[config.mk]
export PLATFORM = sky130hd
export DESIGN_NAME = dff_univ_shift_reg
export DESIGN_NICKNAME = d
export VERILOG_FILES = /design/src/rtl/dff_usr_pkg.sv /design/src/rtl/dff_usr_cell.sv /design/src/rtl/dff_univ_shift_reg.sv
export SDC_FILE = /design/constraint.sdc
export NUM_CORES = 1
export LEC_CHECK = 0
export CAP_MARGIN = 0
export CORE_MARGIN = 2
export CORE_UTILIZATION = 48
export DETAILED_ROUTE_END_ITERATION = 8
export PLACE_DENSITY = 0.78
export SYNTH_ARGS = -nofsm -noshare
export SYNTH_HDL_FRONTEND = slang
export SYNTH_HIERARCHICAL = 1
export SYNTH_SLANG_ARGS = --single-unit
[constraint.sdc]
create_clock -name inClk -period 2.1 [get_ports inClk]
set_clock_uncertainty 0.1 [all_clocks]
set_input_delay 0.21 -clock inClk [delete_from_list [all_inputs] [get_ports inClk]]
set_output_delay 0.21 -clock inClk [all_outputs]
set_load 0.02 [all_outputs]
[src/rtl/dff_usr_pkg.sv]
// Shared mode encodings, per-bit mux selects and a whole-word next-state helper
// for the universal shift register family.
package dff_usr_pkg;

  localparam int MODE_W = 3;

  localparam logic [MODE_W-1:0] MODE_HOLD = 3'd0;
  localparam logic [MODE_W-1:0] MODE_LOAD = 3'd1;
  localparam logic [MODE_W-1:0] MODE_SHL  = 3'd2;
  localparam logic [MODE_W-1:0] MODE_SHR  = 3'd3;
  localparam logic [MODE_W-1:0] MODE_ROL  = 3'd4;
  localparam logic [MODE_W-1:0] MODE_ROR  = 3'd5;
  localparam logic [MODE_W-1:0] MODE_CLR  = 3'd6;

  localparam logic [1:0] SEL_SELF  = 2'd0;
  localparam logic [1:0] SEL_D     = 2'd1;
  localparam logic [1:0] SEL_LOWER = 2'd2;
  localparam logic [1:0] SEL_UPPER = 2'd3;

  localparam int USR_MAX_W = 64;

  // Word-level next state for any width up to USR_MAX_W; bits above width are zero.
  function automatic logic [USR_MAX_W-1:0] next_q(
    input logic [MODE_W-1:0]    mode,
    input logic [USR_MAX_W-1:0] q,
    input logic [USR_MAX_W-1:0] d,
    input logic                 serL,
    input logic                 serR,
    input logic [USR_MAX_W-1:0] rstVal,
    input int                   width
  );
    logic [USR_MAX_W-1:0] mask;
    logic [USR_MAX_W-1:0] qm;
    logic [USR_MAX_W-1:0] res;
    mask = (width >= USR_MAX_W) ? '1 : ((USR_MAX_W'(1) << width) - USR_MAX_W'(1));
    qm   = q & mask;
    case (mode)
      MODE_LOAD: res = d;
      MODE_SHL:  res = (qm << 1) | USR_MAX_W'(serL);
      MODE_SHR:  res = (qm >> 1) | (USR_MAX_W'(serR) << (width - 1));
      MODE_ROL:  res = (qm << 1) | USR_MAX_W'(qm[width-1]);
      MODE_ROR:  res = (qm >> 1) | (USR_MAX_W'(qm[0]) << (width - 1));
      MODE_CLR:  res = rstVal;
      default:   res = qm;
    endcase
    return res & mask;
  endfunction

endpackage

[src/rtl/dff_usr_cell.sv]
// One bit slice of the universal register: a 4:1 next-value mux feeding a flop
// that shares enable and synchronous active-low reset with its neighbours.
module dff_usr_cell
  import dff_usr_pkg::*;
(
  input  logic       i_clk,
  input  logic       i_rstN,
  input  logic       i_en,
  input  logic       i_rstVal,
  input  logic [1:0] i_sel,
  input  logic       i_d,
  input  logic       i_lower,
  input  logic       i_upper,
  output logic       o_q
);

  logic r_q;
  logic w_next;

  always_comb begin
    w_next = r_q;
    case (i_sel)
      SEL_D:     w_next = i_d;
      SEL_LOWER: w_next = i_lower;
      SEL_UPPER: w_next = i_upper;
      default:   w_next = r_q;
    endcase
  end

  always_ff @(posedge i_clk) begin
    if (!i_rstN) begin
      r_q <= i_rstVal;
    end else if (i_en) begin
      r_q <= w_next;
    end
  end

  assign o_q = r_q;

endmodule

[src/rtl/dff_univ_shift_reg.sv]
// WIDTH-bit universal register built from per-bit cells, with serial output and
// a saturating shift-occupancy counter.
module dff_univ_shift_reg
  import dff_usr_pkg::*;
#(
  parameter int               WIDTH   = 8,
  parameter logic [WIDTH-1:0] RST_VAL = '0,
  parameter int               CNT_W   = 4
) (
  input  logic              inClk,
  input  logic              inRstN,
  input  logic              inEn,
  input  logic [MODE_W-1:0] inMode,
  input  logic [WIDTH-1:0]  inD,
  input  logic              inSerL,
  input  logic              inSerR,
  output logic [WIDTH-1:0]  outQ,
  output logic              outSerOut,
  output logic [CNT_W-1:0]  outCnt,
  output logic              outDrained
);

  localparam logic [CNT_W-1:0] CNT_FULL = CNT_W'(WIDTH);

  logic [WIDTH-1:0] w_q;
  logic [WIDTH-1:0] w_dSel;
  logic [1:0]       w_sel;
  logic [CNT_W-1:0] r_cnt;
  logic             r_serOut;

  // CLR reuses the parallel-load path with the reset pattern as data.
  assign w_dSel = (inMode == MODE_CLR) ? RST_VAL : inD;

  always_comb begin
    w_sel = SEL_SELF;
    case (inMode)
      MODE_LOAD, MODE_CLR: w_sel = SEL_D;
      MODE_SHL,  MODE_ROL: w_sel = SEL_LOWER;
      MODE_SHR,  MODE_ROR: w_sel = SEL_UPPER;
      default:             w_sel = SEL_SELF;
    endcase
  end

  for (genvar i = 0; i < WIDTH; i++) begin : g_bit
    logic w_lower;
    logic w_upper;

    // End bits pick either the serial input or the wrap-around bit.
    if (i == 0) begin : g_lsb
      assign w_lower = (inMode == MODE_ROL) ? w_q[WIDTH-1] : inSerL;
    end else begin : g_lowMid
      assign w_lower = w_q[i-1];
    end

    if (i == WIDTH - 1) begin : g_msb
      assign w_upper = (inMode == MODE_ROR) ? w_q[0] : inSerR;
    end else begin : g_upMid
      assign w_upper = w_q[i+1];
    end

    dff_usr_cell u_cell (
      .i_clk    (inClk),
      .i_rstN   (inRstN),
      .i_en     (inEn),
      .i_rstVal (RST_VAL[i]),
      .i_sel    (w_sel),
      .i_d      (w_dSel[i]),
      .i_lower  (w_lower),
      .i_upper  (w_upper),
      .o_q      (w_q[i])
    );
  end

  always_ff @(posedge inClk) begin
    if (!inRstN) begin
      r_cnt    <= '0;
      r_serOut <= 1'b0;
    end else if (inEn) begin
      r_serOut <= 1'b0;
      case (inMode)
        MODE_LOAD, MODE_CLR: r_cnt <= '0;
        MODE_SHL, MODE_SHR, MODE_ROL, MODE_ROR: begin
          if (r_cnt != CNT_FULL) begin
            r_cnt <= r_cnt + CNT_W'(1);
          end
          if (inMode == MODE_SHL) begin
            r_serOut <= w_q[WIDTH-1];
          end else if (inMode == MODE_SHR) begin
            r_serOut <= w_q[0];
          end
        end
        default: r_cnt <= r_cnt;
      endcase
    end
  end

  assign outQ       = w_q;
  assign outSerOut  = r_serOut;
  assign outCnt     = r_cnt;
  assign outDrained = (r_cnt == CNT_FULL);

endmodule
==> flow_metrics.py, run 1 <==
metrics = {
    "final_layout": {
        "antenna_cells": 0,
        "final_common_cell": "clkdlybuf4s50_1",
        "area_delta_synth_final_pct": 31.11,
        "nNetsFinal": 181,
        "final_cell_mix": "clkdlybuf4s50_1 (29), nand2_1 (20), nand3b_1 (12), o21ai_0 (12), mux2i_1 (10)",
        "drive_gt1_share_pct": 11.73,
    },
    "cts": {
        "clk_pin_slew_ns": 0.09,
        "cts_tree": "built",
        "cts.path.max_buffers": 2,
        "clk-insertion-delay-late_ns": 0.28,
        "h-tree-depth": 1,
        "post_cts_buffers": 0,
        "holdBufCountCts": 0,
        "cts_buffers": 3,
        "cts-resized-gates": 0,
        "root_buffer": "clkbuf_4",
        "cts_sinks": 13,
    },
    "critical_path": {
        "critPathMaxFanout": 5,
        "path_class": "flop to output pin",
        "arrival_ns": 1.65,
        "worst_setup_path_start_kind": "flop",
        "cp-end-kind": "output pin",
        "required_ns": 1.79,
    },
    "synthesis": {
        "netlist.area_leader.share_pct": 21.72,
        "synth_area_um2": 1106,
        "yosysSeqAreaShare_pct": 30.77,
        "synthTopCellsByArea": "edfxtp_1 (22%), dfxtp_1 (9.0%), mux2i_1 (9.0%)",
        "synth-seq-cells": 13,
        "yosysWarnings": 6,
        "syn_avg_cell_area_um2": 8.778,
        "syn_inst": 126,
        "synth_top_cell_by_area": "edfxtp_1",
        "ys_types": 28,
    },
    "route": {
        "drt-initial-drc-count": 25,
        "drt_pass1_iterations": 4,
        "vias_per_cell": 5.295,
        "num_vias": 1006,
        "drc": 0,
        "wl_per_cell_um": 13.18,
        "drt_wl_total_um": 2504,
        "ant_nets": 0,
    },
    "global_routing": {
        "grt_max_degree": 41,
        "grt_overflow": 0,
        "antenna_found_initial": 0,
        "grt_pass1_vias": 899,
        "track_usage_pct": 20.24,
        "grt_pass1_wl_um": 4050,
    },
    "floorplanning": {
        "die_width_um": 52.01,
        "io_pins": 30,
        "start_util_pct": 50.49,
        "coreArea_um2": 2191,
        "row_count": 17,
        "fp.dieH_um": 52.01,
        "dieArea_um2": 2705,
    },
    "placed_design": {
        "post-place-ws_ns": -0.05063,
        "hpwl_um": 1734,
        "numPortBuffers": 29,
        "gp_congestion": 0.7613,
    },
    "timing": {
        "setup_slack_ns": 0.1420,
        "min_period_over_period_pct": 93.24,
        "rsz0062_at_grt": "false",
        "maxSlewViolCount": 0,
        "max_freq_ghz": 0.5107,
        "finalHoldViolCount": 0,
        "setup_viol": 0,
        "fin_crit_ns": 1.958,
        "finalSetupTns_ns": 0,
    },
    "hold_path": {
        "hp-class": "flop to flop",
    },
    "power": {
        "powerDensity_nw_per_um2": 522.6,
        "p_total_mw": 0.7578,
        "ir_drop_v": 0.0003541,
        "p_leak_nw": 0.5671,
    },
    "outcome": {
        "status": "complete, no violations",
    },
    "job": {
        "cap_violations": 0,
    },
}
[sequential cells by signal, indices dropped and copies added, names as in the netlist]
register / count
g_bit.u_cell/o_q: 8
outCnt: 4
outSerOut: 1
[per-layer routing]
| metal | part of all wire (%) | GRT usage (%) |
|---|---|---|
| met3 | 6.7 | 4.310 |
| met4 | 1.1 | 10.09 |
| met1 | 46 | 25.63 |
| met5 | 0 | 0 |
| met2 | 46 | 32.28 |
[metrics by stage]
stage	hold WS (ns)	cell area, um2	std cells	util, %
floorplan	0.2317	1132	133	-
global placement	0.3968	1424	186	64.99
detailed placement	0.3961	1424	186	64.99
CTS	0.4174	1450	190	66.19
global route	0.4572	1450	190	66.19
finish	0.4108	1450	190	66.19
[critical path, cell delays in order (launching register included)]
cell             delay, ns
dfxtp_1               0.40
inv_1                 0.08
ha_1                  0.19
nand3b_1              0.12
inv_1                 0.05
clkdlybuf4s50_1       0.53
[layout make-up]
type,instances,area [um2]
fill,181,740.7
multi-input combinational,106,700.7
sequential,13,340.3
timing repair buffer,34,327.8
tap,28,35.03
clock buffer,4,26.28
inverter,5,20.02
[worst paths after layout]
path | from | endpoint | slack [ns] | cells after the start
max | outCnt[0]$_SDFFE_PN0P_ | outDrained | 0.14 | 5
min | outCnt[1]$_SDFFE_PN0P_ | outCnt[1]$_SDFFE_PN0P_ | 0.41 | 2
max reg2reg | outCnt[0]$_SDFFE_PN0P_ | outCnt[2]$_SDFFE_PN0P_ | 0.48 | 6
min reg2reg | outCnt[1]$_SDFFE_PN0P_ | outCnt[1]$_SDFFE_PN0P_ | 0.41 | 2
[Yosys cell counts, drive strengths merged]
library cell   n
edfxtp         8
and2b          8
and3b          1
or3b           1
ha             2
mux2           2
a21boi         1
inv            4
and2           1
o311ai         1
nand2         20
mux2i         10
nor3b          2
o211ai         9
nand3          1
a211oi         1
clkinv         1
dfxtp          5
conb           1
and3           1
nor2b          1
nand2b         8
nand3b        12
buf            9
o21ai         12
o22ai          2
xnor2          2
[where the power goes]
| part | total (mW) | internal [mW] | switching (mW) | leakage (nW) |
|---|---|---|---|---|
| clock network | 0.164 | 0.0737 | 0.0901 | 0.0150 |
| registers | 0.325 | 0.302 | 0.0229 | 0.123 |
| logic | 0.269 | 0.138 | 0.132 | 0.429 |
| total | 0.758 | 0.513 | 0.245 | 0.567 |
[logic make-up (layout without fill, tap and decap cells)]
group | Yosys count | count (layout) | synth area share [%]
buffers and inverters | 14 | 43 | 8.257
muxes | 12 | 12 | 11.09
adders and majority gates | 2 | 2 | 2.262
and+or+nand+nor | 56 | 56 | 30.88
DFF | 13 | 13 | 30.77
other | 1 | 8 | 0.3390
xor gates and xnor gates | 2 | 2 | 1.584
AOI/OAI and AO/OA | 26 | 26 | 14.82
(Power assumes the default switching activity.)
==> run 2: changes to the inputs <==
--- a/config.mk
+++ b/config.mk
@@ -7,9 +7,9 @@
 export LEC_CHECK = 0
 export CAP_MARGIN = 0
 export CORE_MARGIN = 2
-export CORE_UTILIZATION = 48
+export CORE_UTILIZATION = 43
 export DETAILED_ROUTE_END_ITERATION = 8
-export PLACE_DENSITY = 0.78
+export PLACE_DENSITY = 0.73
 export SYNTH_ARGS = -nofsm -noshare
 export SYNTH_HDL_FRONTEND = slang
 export SYNTH_HIERARCHICAL = 1
==> constraint.sdc (replaced) <==
create_clock -name inClk -period 1.6 [get_ports inClk]
set_clock_uncertainty 0.1 [all_clocks]
set_input_delay 0.16 -clock inClk [delete_from_list [all_inputs] [get_ports inClk]]
set_output_delay 0.16 -clock inClk [all_outputs]
set_load 0.02 [all_outputs]
==> flow_metrics.py, run 2 (same netlist as run 1, synthesis figures left out) <==
metrics = {
    "cts": {
        "cts_sinks": 13,
        "h-tree-depth": 1,
        "cts.path.max_buffers": 2,
        "cts_tree": "built",
        "root_buffer": "clkbuf_4",
        "clk-insertion-delay-late_ns": 0.28,
        "holdBufCountCts": 0,
        "clk_pin_slew_ns": 0.09,
        "cts_buffers": 3,
    },
    "timing": {
        "hold_ws_ns": 0.4282,
        "maxSlewViolCount": 0,
        "finalHoldViolCount": 0,
        "setup_slack_ns": 0.04007,
        "min_period_over_period_pct": 97.50,
        "finalSetupTns_ns": 0,
        "setup_viol": 0,
        "max_freq_ghz": 0.6411,
        "fin_crit_ns": 1.560,
    },
    "route": {
        "drt_wl_total_um": 2698,
        "drt-met1-wl_um": 1172,
        "num_vias": 1055,
        "wl_met2_um": 1355,
        "drt-initial-drc-count": 18,
        "vias_per_cell": 5.223,
        "drc": 0,
        "top_layer": "met4",
        "wl_per_cell_um": 13.36,
        "dr_wl_met3_um": 123,
        "ant_nets": 0,
        "drt_pass1_iterations": 5,
    },
    "global_routing": {
        "grt_pass1_vias": 920,
        "grt_max_degree": 41,
        "track_usage_pct": 19.17,
        "antenna_found_initial": 0,
        "grt_overflow": 0,
        "grt_pass1_wl_um": 4091,
    },
    "power": {
        "ir_drop_v": 0.0004038,
        "powerDensity_nw_per_um2": 647.1,
        "p_total_mw": 1.054,
        "p_leak_nw": 0.7536,
    },
    "placed_design": {
        "place_area_um2": 1513,
        "gp_congestion": 0.8448,
        "hpwl_um": 1861,
        "numPortBuffers": 29,
        "post-place-ws_ns": -0.4161,
    },
    "critical_path": {
        "required_ns": 1.34,
        "cp-end-kind": "output pin",
        "critical_path.top_delay_family": "buffers and inverters",
        "arrival_ns": 1.30,
        "path_class": "flop to output pin",
        "worst_setup_path_start_kind": "flop",
        "path_cells": "clkdlybuf4s50_1",
        "path_buf_inv": 1,
        "critPathMaxFanout": 3,
        "critPathSlowestCell": "clkdlybuf4s50_1",
        "r2r_setup_slack_ns": 0.08,
        "cpPeakStageDelay_ns": 0.62,
    },
    "final_layout": {
        "drive_gt1_share_pct": 21.51,
        "final_cell_area_um2": 1629,
        "nNetsFinal": 191,
        "area_delta_synth_final_pct": 47.28,
        "final_common_cell": "nand2_1",
        "final_cell_mix": "nand2_1 (20), clkdlybuf4s50_1 (16), nand3b_1 (12), o21ai_0 (12), buf_4 (12)",
        "fill_cells": 207,
        "largest_register_ffs": 8,
        "antenna_cells": 0,
    },
    "floorplanning": {
        "io_pins": 30,
        "fp.dieH_um": 54.72,
        "dieArea_um2": 2994,
        "start_util_pct": 45.06,
        "die_width_um": 54.72,
        "coreArea_um2": 2455,
        "row_count": 18,
    },
    "job": {
        "cap_violations": 0,
    },
    "outcome": {
        "status": "complete, no violations",
    },
    "hold_path": {
        "hp-class": "flop to flop",
    },
}
## run 2: report_power, final
group	total, mW	leakage [nW]	switching (mW)	internal [mW]
Sequential	0.425	0.124	0.0289	0.397
Clock	0.217	0.0150	0.120	0.0967
Combinational	0.411	0.615	0.192	0.220
## run 2: cell type report
class / instances / area (um2) / share of cell area [%]
repair buffers: 44 / 456.7 / 28.03
clock buffers: 4 / 26.28 / 1.613
multi-input cells: 106 / 747.0 / 45.85
inverters: 5 / 20.02 / 1.229
well taps: 30 / 37.54 / 2.304
flip-flops and latches: 13 / 341.6 / 20.97
## run 2: metrics by stage
stage,util [%],std cells
3_5_place_dp,61.62,195
5_1_grt,66.36,202
6_report,66.36,202
2_1_floorplan,-,133
3_3_place_gp,61.62,195
4_1_cts,62.74,199
## run 2: what timing repair did
item / in CTS / in global routing
endpoints found under the setup margin: 13 / 16
resized for setup: 8 / 15
gates cloned: 0 / 1
setup buffers: 0 / 2
pin swaps: 0 / 2
## run 2: path summary, 6_finish.rpt
check                                              end                           from  cells past startpoint
worst max-delay path                           outQ[4]  g_bit[4].u_cell/o_q$_DFFE_PP_                      1
worst min-delay path            outCnt[0]$_SDFFE_PN0P_         outCnt[0]$_SDFFE_PN0P_                      3
worst max register to register  outCnt[2]$_SDFFE_PN0P_         outCnt[0]$_SDFFE_PN0P_                      6
worst min register to register  outCnt[0]$_SDFFE_PN0P_         outCnt[0]$_SDFFE_PN0P_                      3
## run 2: routing by layer
metal,GRT usage (%),vias up
met1,25.12,492
met2,31.55,33
met5,0,-
met4,8.750,0
li1,-,526
met3,1.639,4
